--- src/rtl/prco_ctrl.sv ---
// prco_ctrl: multi-cycle fetch/decode/exec/mem/wb sequencer; PRCO_CTRL_PERF_EN adds instret/cycle counters
module prco_ctrl #(
    parameter int          MEM_LAT  = 1,
    parameter logic [15:0] RESET_PC = 16'h0000,
    parameter logic [5:0]  HALT_OP  = 6'h3F
) (
    input  logic        i_clk,
    input  logic        i_reset_n,
    input  logic        i_en,
    input  logic [15:0] i_mem_douta,
    input  logic [5:0]  i_dec_op,
    input  logic        i_mem_op,
    input  logic        i_mem_wr,
    input  logic [15:0] i_data_addr,
    input  logic        i_wb_en,
    input  logic        i_br_taken,
    input  logic [15:0] i_br_target,
    input  logic        i_halt_req,
    input  logic        i_resume,
    output logic [5:0]  q_state,
    output logic [15:0] q_pc,
    output logic [15:0] q_ir,
    output logic [15:0] q_mdr,
    output logic [15:0] q_mem_addr,
    output logic        q_mem_re,
    output logic        q_mem_we,
    output logic        q_dec_en,
    output logic        q_alu_en,
    output logic        q_reg_we,
    output logic [31:0] q_instret,
    output logic [31:0] q_cycles
);
    typedef enum logic [5:0] {
        FETCH  = 6'h01,
        DECODE = 6'h02,
        EXEC   = 6'h04,
        MEM    = 6'h08,
        WB     = 6'h10,
        HALT   = 6'h20
    } state_t;
    localparam logic [1:0] LAST = 2'(MEM_LAT);
    state_t      state_q, state_d;
    logic [15:0] pc_q, pc_d, ir_q, ir_d, mdr_q, mdr_d;
    logic [1:0]  lat_q, lat_d;
    logic        last, is_halt, on;
    assign last    = lat_q == LAST;
    assign is_halt = i_dec_op == HALT_OP;
    assign on      = i_en & i_reset_n;
    always_comb begin
        state_d = state_q;
        pc_d    = pc_q;
        ir_d    = ir_q;
        mdr_d   = mdr_q;
        lat_d   = lat_q;
        if (i_en) begin
            case (state_q)
                FETCH: begin
                    lat_d   = last ? 2'd0 : lat_q + 2'd1;
                    ir_d    = last ? i_mem_douta : ir_q;
                    state_d = last ? DECODE : FETCH;
                end
                DECODE: state_d = EXEC;
                EXEC: begin
                    pc_d    = is_halt ? pc_q + 16'd1 : pc_q;
                    state_d = is_halt ? HALT : i_mem_op ? MEM : WB;
                end
                MEM: begin
                    lat_d   = last ? 2'd0 : lat_q + 2'd1;
                    mdr_d   = (last && !i_mem_wr) ? i_mem_douta : mdr_q;
                    state_d = last ? WB : MEM;
                end
                WB: begin
                    pc_d    = i_br_taken ? i_br_target : pc_q + 16'd1;
                    state_d = i_halt_req ? HALT : FETCH;
                end
                HALT: state_d = (i_resume && !i_halt_req) ? FETCH : HALT;
                default: state_d = FETCH;
            endcase
        end
    end
    always_ff @(posedge i_clk or negedge i_reset_n) begin
        if (!i_reset_n) begin
            state_q <= FETCH;
            pc_q    <= RESET_PC;
            ir_q    <= 16'h0;
            mdr_q   <= 16'h0;
            lat_q   <= 2'd0;
        end else begin
            state_q <= state_d;
            pc_q    <= pc_d;
            ir_q    <= ir_d;
            mdr_q   <= mdr_d;
            lat_q   <= lat_d;
        end
    end
    assign q_state    = state_q;
    assign q_pc       = pc_q;
    assign q_ir       = ir_q;
    assign q_mdr      = mdr_q;
    assign q_mem_addr = state_q == FETCH ? pc_q : state_q == MEM ? i_data_addr : 16'h0;
    assign q_mem_re   = on & ((state_q == FETCH) | ((state_q == MEM) & ~i_mem_wr));
    assign q_mem_we   = on & (state_q == MEM) & i_mem_wr;
    assign q_dec_en   = on & (state_q == DECODE);
    assign q_alu_en   = on & (state_q == EXEC);
    assign q_reg_we   = on & (state_q == WB) & i_wb_en;
`ifdef PRCO_CTRL_PERF_EN
    logic [31:0] instret_q, instret_d, cycles_q, cycles_d;
    logic        retire;
    assign retire = i_en & ((state_q == WB) | ((state_q == EXEC) & is_halt));
    always_comb begin
        instret_d = instret_q + 32'(retire);
        cycles_d  = cycles_q + 32'(i_en && state_q != HALT);
    end
    always_ff @(posedge i_clk or negedge i_reset_n) begin
        if (!i_reset_n) begin
            instret_q <= 32'h0;
            cycles_q  <= 32'h0;
        end else begin
            instret_q <= instret_d;
            cycles_q  <= cycles_d;
        end
    end
    assign q_instret = instret_q;
    assign q_cycles  = cycles_q;
`else
    assign q_instret = 32'h0;
    assign q_cycles  = 32'h0;
`endif
endmodule

--- config.mk ---
export PLATFORM = sky130hd
export DESIGN_NAME = prco_ctrl
export DESIGN_NICKNAME = d
export VERILOG_FILES = /design/src/rtl/prco_ctrl.sv
export SDC_FILE = /design/constraint.sdc
export NUM_CORES = 1
export LEC_CHECK = 0
export BUFFER_PORTS_ARGS = -buffer_cell sky130_fd_sc_hd__buf_2
export CAP_MARGIN = 5
export CORE_UTILIZATION = 40
export CTS_CLUSTER_SIZE = 28
export DETAILED_ROUTE_END_ITERATION = 7
export GPL_TIMING_DRIVEN = 0
export HOLD_SLACK_MARGIN = 0.03
export PLACE_DENSITY_LB_ADDON = 0.3
export SYNTH_ARGS = -nofsm -noshare
export SYNTH_HDL_FRONTEND = slang
export SYNTH_SLANG_ARGS = --single-unit
--- constraint.sdc ---
create_clock -name i_clk -period 2.4 [get_ports i_clk]
set_clock_uncertainty 0.1 [all_clocks]
set_input_delay 0.72 -clock i_clk [delete_from_list [all_inputs] [get_ports i_clk]]
set_output_delay 0.72 -clock i_clk [all_outputs]
set_load 0.01 [all_outputs]
# Word level (Yosys, flattened, before mapping)
# Cells that the tools add are included.
[op_classes]
bitwise_logic = 11
eq_ne = 9
n_reduce_logical = 10
add_sub_neg = 2
muxes = 13
[ops]
columns = ["op", "count"]
rows = [
  ["2-to-1 mux 16 bit", 4],
  ["case mux 6 bit (6 select lines)", 1],
  ["case mux 16 bit (2 select lines)", 1],
  ["2-to-1 mux 6 bit", 3],
  ["adder 16 x 1 -> 16 bit, second input constant", 1],
  ["== test 6 bit, second input constant", 2],
  ["2-to-1 mux 5 bit", 2],
  ["AND 1 bit", 9],
  ["AND reduction 3 bit", 3],
  ["== test 6 x 1 -> 1 bit, second input constant", 1],
  ["== test 6 x 2 -> 1 bit, second input constant", 1],
  ["== test 6 x 3 -> 1 bit, second input constant", 1],
  ["== test 6 x 4 -> 1 bit, second input constant", 1],
  ["== test 6 x 5 -> 1 bit, second input constant", 1],
  ["2-to-1 mux 2 bit", 2],
  ["adder 2 x 1 -> 2 bit, second input constant", 1],
  ["== test 2 x 1 -> 1 bit, second input constant", 1],
  ["logical AND 1 bit", 2],
  ["zero test 1 bit", 2],
  ["!= test 2 bit, second input constant", 1],
  ["AND reduction 2 bit", 1],
  ["nonzero test 2 bit", 1],
  ["OR reduction 2 bit", 1],
  ["inverter 1 bit", 1],
  ["OR 1 bit", 1],
]
[totals]
inputBits = 63
reg_bits = 56
out_inout_bits = 139

# Depth between registers and ports, before layout
# Gate-level depths: netlist of run 1.
[depth]
word_depth = 4
ltp_mapped = 7
mapped_depth_nobuf = 5

# Worst setup path before layout of run 1
# Ideal clock, no wire load.
[synth_timing]
path_type = "flip-flop to output port"
from = "register state_q[3] (netlist: q_state[3])"
to = "output port q_mem_re"
required_time_ps = 1580
slack_ps = -230
arrival_time_ps = 1810
stages_incl_launch_ff = 7
path_buffers = 2
cell_sequence = "dfrtp_1 -> or4_4 -> nor3b_2 -> buf_2 -> buf_2 -> a21oi_1 -> nor2_1"
[synth_between]
elab_chain_len = 4
elab_cells_between_ends = 5
cone_classes = "2 x eq/ne; 3 x bitwise"
[synth_rtl]
columns = ["item", "line", "text"]
rows = [
  ["start, declared", "42", "state_t state_q, state_d;"],
  ["start signal, assigned", "89", "state_q <= state_d;"],
  ["== test 6 x 4 -> 1 bit", "101", "assign q_mem_re = on & ((state_q == FETCH) | ((state_q == MEM) & ~i_mem_wr));"],
  ["AND 1 bit", "101", ""],
  ["OR 1 bit (*)", "101", ""],
  ["AND 1 bit (*)", "101", ""],
  ["end, declared", "25", "output logic q_mem_re,"],
]
# Mark *: on every way between the ends. The rest lies on a longest branch, timed or not.

# Final worst setup path of run 1
[layout_timing]
from = "register state_q[4] (netlist: q_state[4])"
to = "output port q_mem_addr[4]"
[layout_between]
elab_chain_len = 3
elab_cells_between_ends = 4
cone_classes = "2 x eq/ne; 2 x mux"
[layout_rtl]
columns = ["item", "line", "text"]
rows = [
  ["== test 6 x 4 -> 1 bit", "100", "assign q_mem_addr = state_q == FETCH ? pc_q : state_q == MEM ? i_data_addr : 16'h0;"],
  ["2-to-1 mux 16 bit", "100", ""],
  ["2-to-1 mux 16 bit (*)", "100", ""],
  ["end, declared", "24", "output logic [15:0] q_mem_addr,"],
]
# Marked as above.

==> metrics.md, run 1 <==
| Metric | Value |
|---|---|
| GRT Util Overall | 0.2047 |
| Max Freq | 0.3401 GHz |
| Synth warn | 0 |
| DRT antenna net count | 0 |
| Vias | 3474 |
| Slew Limit Fails | 0 |
| Commonest cells post-synth | buf_4 (66), dfrtp_1 (55), mux2_2 (23) |
| Worst EP arrival | 2.12 ns |
| Die width | 96.40 um |
| Synth-to-Final Area Change | 41.31% |
| Hold-fix buffers, CTS | 0 |
| Residual DRC | 0 |
| Post-placement cell count | 660 |
| DR iter-0 viols | 210 |
| Drt total wl | 9942 um |
| WHS | 0.2218 ns |
| Routed WL per cell | 14.51 um |
| Mapped Area | 3565 um2 |
| Place WS | -0.8876 ns |
| Die ar. | 9293 um2 |
| Yosys reg bits | 56 |
| Final setup viols | 21 |
| Area leader, netlist | dfrtp_1 |
| Die Y | 96.40 um |
| Yosys cell types | 60 |
| Crit Path Class | flop to output port |
| Initial antenna violation count | 0 |
| Clock slew at reported path FFs | 0.11 ns |
| Most numerous cell in the Yosys netlist | buf_4 |
| # IOs | 202 |
| Power consumption | 3.575 mW |
| Final period util | 1.225 |
| Outcome | finished, violations left |
| Post-synthesis async set-or-reset flop share | 1.000 |
| Layout cells sized above 1 | 0.5061 |
| Vias in the first global route | 3041 |
| Pin count of the biggest net entering global routing | 60 |
| Clock buffer depth | 2 |
| Floorplan core area | 8678 um2 |
| Endpoints failing hold | 0 |
| Critical path, cell by cell | or4_4, nor3b_4, buf_6, buf_4, a22o_1, buf_2 |
| Nets | 640 |
| Leakage Power | 2.669 nW |
| First-pass GRT wire length | 14690 um |
| Port-buffer cells | 136 |
| Sequential area share after synthesis | 0.3935 |
| Max_slew headroom | 0.6119 |
| Worst-Margin Slew | 0.5769 ns |
| Worst-path maximum fanout | 3 |
| PwrDens | 709.7 nW/um2 |
| Post-Syn Instances | 353 |
| Sinks on Clock Net | 56 |
| GPL Wtd Cong | 0.9199 |
| CP Data Required Time | 1.58 ns |
| DP HPWL | 7169 um |
| Slowest cell delay on critical path | 0.58 ns |
| H-tree Lvls | 2 |
| Unrepaired setup endpoints after global routing | true |
| Failing checks | setup timing |
| Top cell type's share of synthesized area | 0.3861 |
| Number of flops mapped to enable cells by yosys | 0 |
| Initial cell density of the core | 0.4108 |
| Post-layout min period | 2.940 ns |
| CTS root buf | clkbuf_8 |
| Top FF cell, synth | dfrtp_1 |
| Ant diodes | 0 |
| Critical-path top delay cell | or4_4 |
| Setup ws final | -0.5401 ns |
| Mean Syn Cell Area | 10.10 um2 |
| FP Rows | 34 |
| Worst setup EP type | output port |
| Worst IR drop on VDD | 0.0004602 V |
| Crit path launch type | flop |
| CTS tree | yes |
| Vias per cell | 5.072 |
| Final Non-Filler Cells | 685 |
| Max-cap violations | 0 |
| Grt ovf | 0 |
| DRT Pass-1 Iters | 5 |
| Clk_lat worst skew | 0.32 ns |
| CTS Buf Count | 5 |
| Hold WC Path Type | input port to async pin |
| Top cells by area, synth | dfrtp_1 (39%), buf_4 (14%), mux2_2 (7.3%) |
## power breakdown
part / switching [mW] / leakage (nW) / internal (mW)
Combinational: 0.745 / 1.91 / 0.752
Sequential: 0.207 / 0.696 / 1.21
Clock: 0.341 / 0.0583 / 0.315
## critical path: cells and delay by family, from the launching register on
kind / cells / cell delay [ns]
simple gates: 2 / 0.81
flops: 1 / 0.42
buf+inv: 3 / 0.40
compound gates: 1 / 0.18
## cells by family after synthesis
| kind of cell | share of synthesized area |
|---|---|
| buf+inv | 0.1723 |
| simple gates | 0.1457 |
| compound gates | 0.1692 |
| flops | 0.3935 |
| mux | 0.1123 |
| fa+ha+maj | 0.003509 |
| other cells | 0.001052 |
| xor+xnor | 0.002457 |
## area by class of cell
cell class / count / area [um2]
Inverter: 9 / 33.78
Buffer: 80 / 628.1
Tap cell: 108 / 135.1
Sequential cell: 56 / 1405
Fill cell: 776 / 3641
Timing Repair Buffer: 157 / 862.1
Clock inverter: 3 / 47.55
Multi-Input combinational cell: 267 / 1857
Clock buffer: 5 / 68.82
## registers in the layout, indices dropped and copies added, names as in the netlist
name	count
lat_q	2
q_ir	16
q_mdr	16
q_pc	16
q_state	6
## path summary, 6_finish.rpt
check | from | end | slack, ns | cells past startpoint
max in group asynchronous | i_reset_n | q_state[0] | 1.63 | 1
setup reg to reg | q_state[4] | q_ir[9] | 0.10 | 6
min in group i_clk | q_ir[7] | q_ir[7] | 0.39 | 1
hold reg to reg | q_ir[7] | q_ir[7] | 0.39 | 1
setup / recovery | q_state[4] | q_mem_addr[4] | -0.54 | 6
hold / removal | i_reset_n | q_ir[1] | 0.22 | 1
## through the flow
step,utilization,TNS [ns],cell area [um2]
final,0.5805,-9.376,5037
after global placement,0.5353,-8.630,4646
after floorplan,-,-0.5687,3830
after CTS,0.5712,-9.261,4957
after global routing,0.5805,-11.02,5037
after detailed placement,0.5353,-9.143,4646
## metal layers
| layer | track usage | part of all wire | up-vias |
|---|---|---|---|
| met5 | 0 | 0 | - |
| met4 | 0.05392 | 0.017 | 0 |
| met3 | 0.04851 | 0.094 | 20 |
| met2 | 0.3540 | 0.50 | 215 |
| met1 | 0.2563 | 0.39 | 1611 |
| li1 | - | - | 1628 |
## layout by cell type (no fill, tap or decap), types with 5 or more instances in the layout
cell       instances
buf_2            137
buf_4             85
conb_1            64
dfrtp_1           53
mux2_2            23
a22o_1            18
nand3_1           11
a22oi_1           10
inv_1              9
o22ai_1            9
mux2_1             9
nor2_1             8
o21ai_0            8
buf_6              7
nand4_1            7
clkbuf_8           6
nand2_1            6
and4_1             6
a21oi_1            6
nor2_2             5
nor3_1             5
o2bb2ai_1          5
## what timing repair did
item / CTS / global route
pin swaps: 4 / 12
resized for setup: 27 / 14
buffers inserted: 13 / 8
endpoints found under the setup margin: 21 / 40
Power figures use the tool's default switching activity.
==> run 2, diff against run 1 <==
Settings changed: SKIP_LAST_GASP set to 1.
==> run 2 against run 1 <==
  * The run still ends with setup timing left
  * Non-clock buffer count decreased by 1
  * Flip-flop and latch count unchanged
  * Fmax decreased by 0.30%
  * Combinational power about the same
  * Via count decreased by 1.1%
  * Largest power group unchanged
==> metrics.md, run 2 (synthesis results as in run 1) <==
| Metric | Value |
|---|---|
| CTS tree | yes (unchanged) |
| Vias | 3435 (was 3474) |
| Grt ovf | 0 (unchanged) |
| Clock buffer depth | 2 (unchanged) |
| GRT Util Overall | 0.2045 (was 0.2047) |
| Critical path endpoint | q_mem_addr[4] (unchanged) |
| # IOs | 202 (unchanged) |
| DP HPWL | 7169 um (unchanged) |
| Sinks on Clock Net | 56 (unchanged) |
| R2r startpoint | q_state[3] (was q_state[4]) |
| DRT Pass-1 Iters | 5 (unchanged) |
| Setup TNS | -9.507 ns (was -9.376 ns) |
| DR iter-0 viols | 221 (was 210) |
| PwrDens | 712.4 nW/um2 (was 709.7 nW/um2) |
| Clock slew at reported path FFs | 0.12 ns (was 0.11 ns) |
| Worst IR drop on VDD | 0.0004631 V (was 0.0004602 V) |
| Die ar. | 9293 um2 (unchanged) |
| Critical-path top delay cell | or4_4 (unchanged) |
| Final Non-Filler Cells | 684 (was 685) |
| Initial antenna violation count | 0 (unchanged) |
| R2R Setup Slk | 0.09 ns (was 0.10 ns) |
| Vias per cell | 5.022 (was 5.072) |
| Slew Limit Fails | 0 (unchanged) |
| Commonest non-fill, non-tap cell in the layout | buf_2 (unchanged) |
| Final period util | 1.229 (was 1.225) |
| WP buf/inv | 3 (unchanged) |
| CP Data Required Time | 1.58 ns (about the same) |
| Crit Path Class | flop to output port (unchanged) |
| Critical path, cell by cell | or4_4, nor3b_4, buf_6, buf_4, a22o_1, buf_2 (unchanged) |
| CTS Buf Count | 5 (unchanged) |
| Endpoints failing hold | 0 (unchanged) |
| Crit path from | q_state[4] (unchanged) |
| Worst setup EP type | output port (unchanged) |
| Die Y | 96.40 um (unchanged) |
| Unrepaired setup endpoints after global routing | true (unchanged) |
| Floorplan core area | 8678 um2 (unchanged) |
| Top delay family on crit path | simple AND/OR/NAND/NOR gates (unchanged) |
| DRT antenna net count | 0 (unchanged) |
| Most frequent cells in the layout | buf_2 (137), buf_4 (83), conb_1 (64), dfrtp_1 (53), mux2_2 (23) (was buf_2 (137), buf_4 (85), conb_1 (64), dfrtp_1 (53), mux2_2 (23)) |
| First-pass GRT wire length | 14680 um (was 14690 um) |
| Worst-Margin Slew | 0.5604 ns (was 0.5769 ns) |
| GPL Wtd Cong | 0.9199 (unchanged) |
| Crit path launch type | flop (unchanged) |
| Nets | 639 (was 640) |
| Worst-path maximum fanout | 3 (unchanged) |
| Hold-fix buffers, CTS | 0 (unchanged) |
| Drt total wl | 9908 um (was 9942 um) |
| Number of cells on the critical path | 6 (unchanged) |
| CTS root buf | clkbuf_8 (unchanged) |
| Port-buffer cells | 136 (unchanged) |
| Pin count of the biggest net entering global routing | 60 (unchanged) |
| Synth-to-Final Area Change | 40.93% (was 41.31%) |
| Max-cap violations | 0 (unchanged) |
| R2R cell count | 5 (was 6) |
| Post-placement cell count | 660 (unchanged) |
| Max_slew headroom | 0.6230 (was 0.6119) |
| Vias in the first global route | 3027 (was 3041) |
| Failing checks | setup timing (unchanged) |
| Layout cells sized above 1 | 0.5017 (was 0.5061) |
| Initial cell density of the core | 0.4108 (unchanged) |
| Ant diodes | 0 (unchanged) |
| Residual DRC | 0 (unchanged) |
| Leakage Power | 2.661 nW (was 2.669 nW) |
| Worst EP arrival | 2.13 ns (was 2.12 ns) |
| FP Rows | 34 (unchanged) |
| Hold WC Path Type | input port to async pin (unchanged) |
| Reg2reg end | q_pc[2] (was q_ir[9]) |
| Max Freq | 0.3391 GHz (was 0.3401 GHz) |
| Die width | 96.40 um (unchanged) |
| Clk_lat worst skew | 0.32 ns (about the same) |
| Routed WL per cell | 14.49 um (was 14.51 um) |
| Final setup viols | 21 (unchanged) |
| Slowest cell delay on critical path | 0.57 ns (was 0.58 ns) |
| Post-layout min period | 2.949 ns (was 2.940 ns) |
| Outcome | finished, violations left (unchanged) |
| Power consumption | 3.579 mW (was 3.575 mW) |
| Setup ws final | -0.5491 ns (was -0.5401 ns) |
| H-tree Lvls | 2 (unchanged) |
[run 2: cell count changes in the layout (fill, tap and decap cells not counted), sizes merged]
cell / before / now
buf: 233 / 231
clkbuf: 9 / 10
[run 2: area by class of cell]
class,count,area [um2]
Fill cell,777,3655
Multi-Input combinational cell,267,1854
Clock inverter,3,47.55
Tap cell,108,135.1
Sequential cell,56,1405
Timing Repair Buffer,155,847.1
Inverter,9,33.78
Buffer,81,631.9
Clock buffer,5,68.82
[run 2: through the flow]
step | utilization | area (um2) | setup slack (ns) | hold WS (ns)
CTS | 0.5691 | 4938 | -0.4980 | 0.2763
global placement | 0.5353 | 4646 | -0.8594 | 0.3637
detailed placement | 0.5353 | 4646 | -0.8876 | 0.3694
finish | 0.5789 | 5024 | -0.5491 | 0.2191
floorplan | - | 3830 | -0.05526 | 0.3244
global route | 0.5789 | 5024 | -0.5931 | 0.2386
[run 2: worst min-delay path by stage]
stage / slack, ns / endpoint / cells after the start / start
2_1_floorplan: 0.32 / lat_q[0] / 0 / i_reset_n
3_3_place_gp: 0.36 / q_ir[10] / 1 / q_ir[10]
3_5_place_dp: 0.37 / q_ir[7] / 1 / q_ir[7]
4_1_cts: 0.28 / q_ir[13] / 1 / i_reset_n
5_1_grt: 0.24 / q_ir[9] / 1 / i_reset_n
6_report: 0.22 / q_pc[14] / 1 / i_reset_n
[run 2: what timing repair did]
action                                  CTS  global route
gates resized for setup                  24            17
pin swaps                                 4            13
hold endpoints to repair                  0             0
endpoints found under the setup margin   21            39
setup buffers                            13             6
[run 2: layer usage]
| layer | wire (um) | track usage |
|---|---|---|
| met5 | 0 | 0 |
| met4 | 196 | 0.04779 |
| met3 | 906 | 0.04851 |
| met2 | 4859 | 0.3552 |
| met1 | 3945 | 0.2573 |
[run 2: report_power, final]
group	total [mW]	internal (mW)	leakage, nW	switching [mW]
Sequential	1.42	1.21	0.696	0.206
Clock	0.658	0.315	0.0583	0.342
Combinational	1.50	0.752	1.91	0.748
Total	3.58	2.28	2.66	1.30
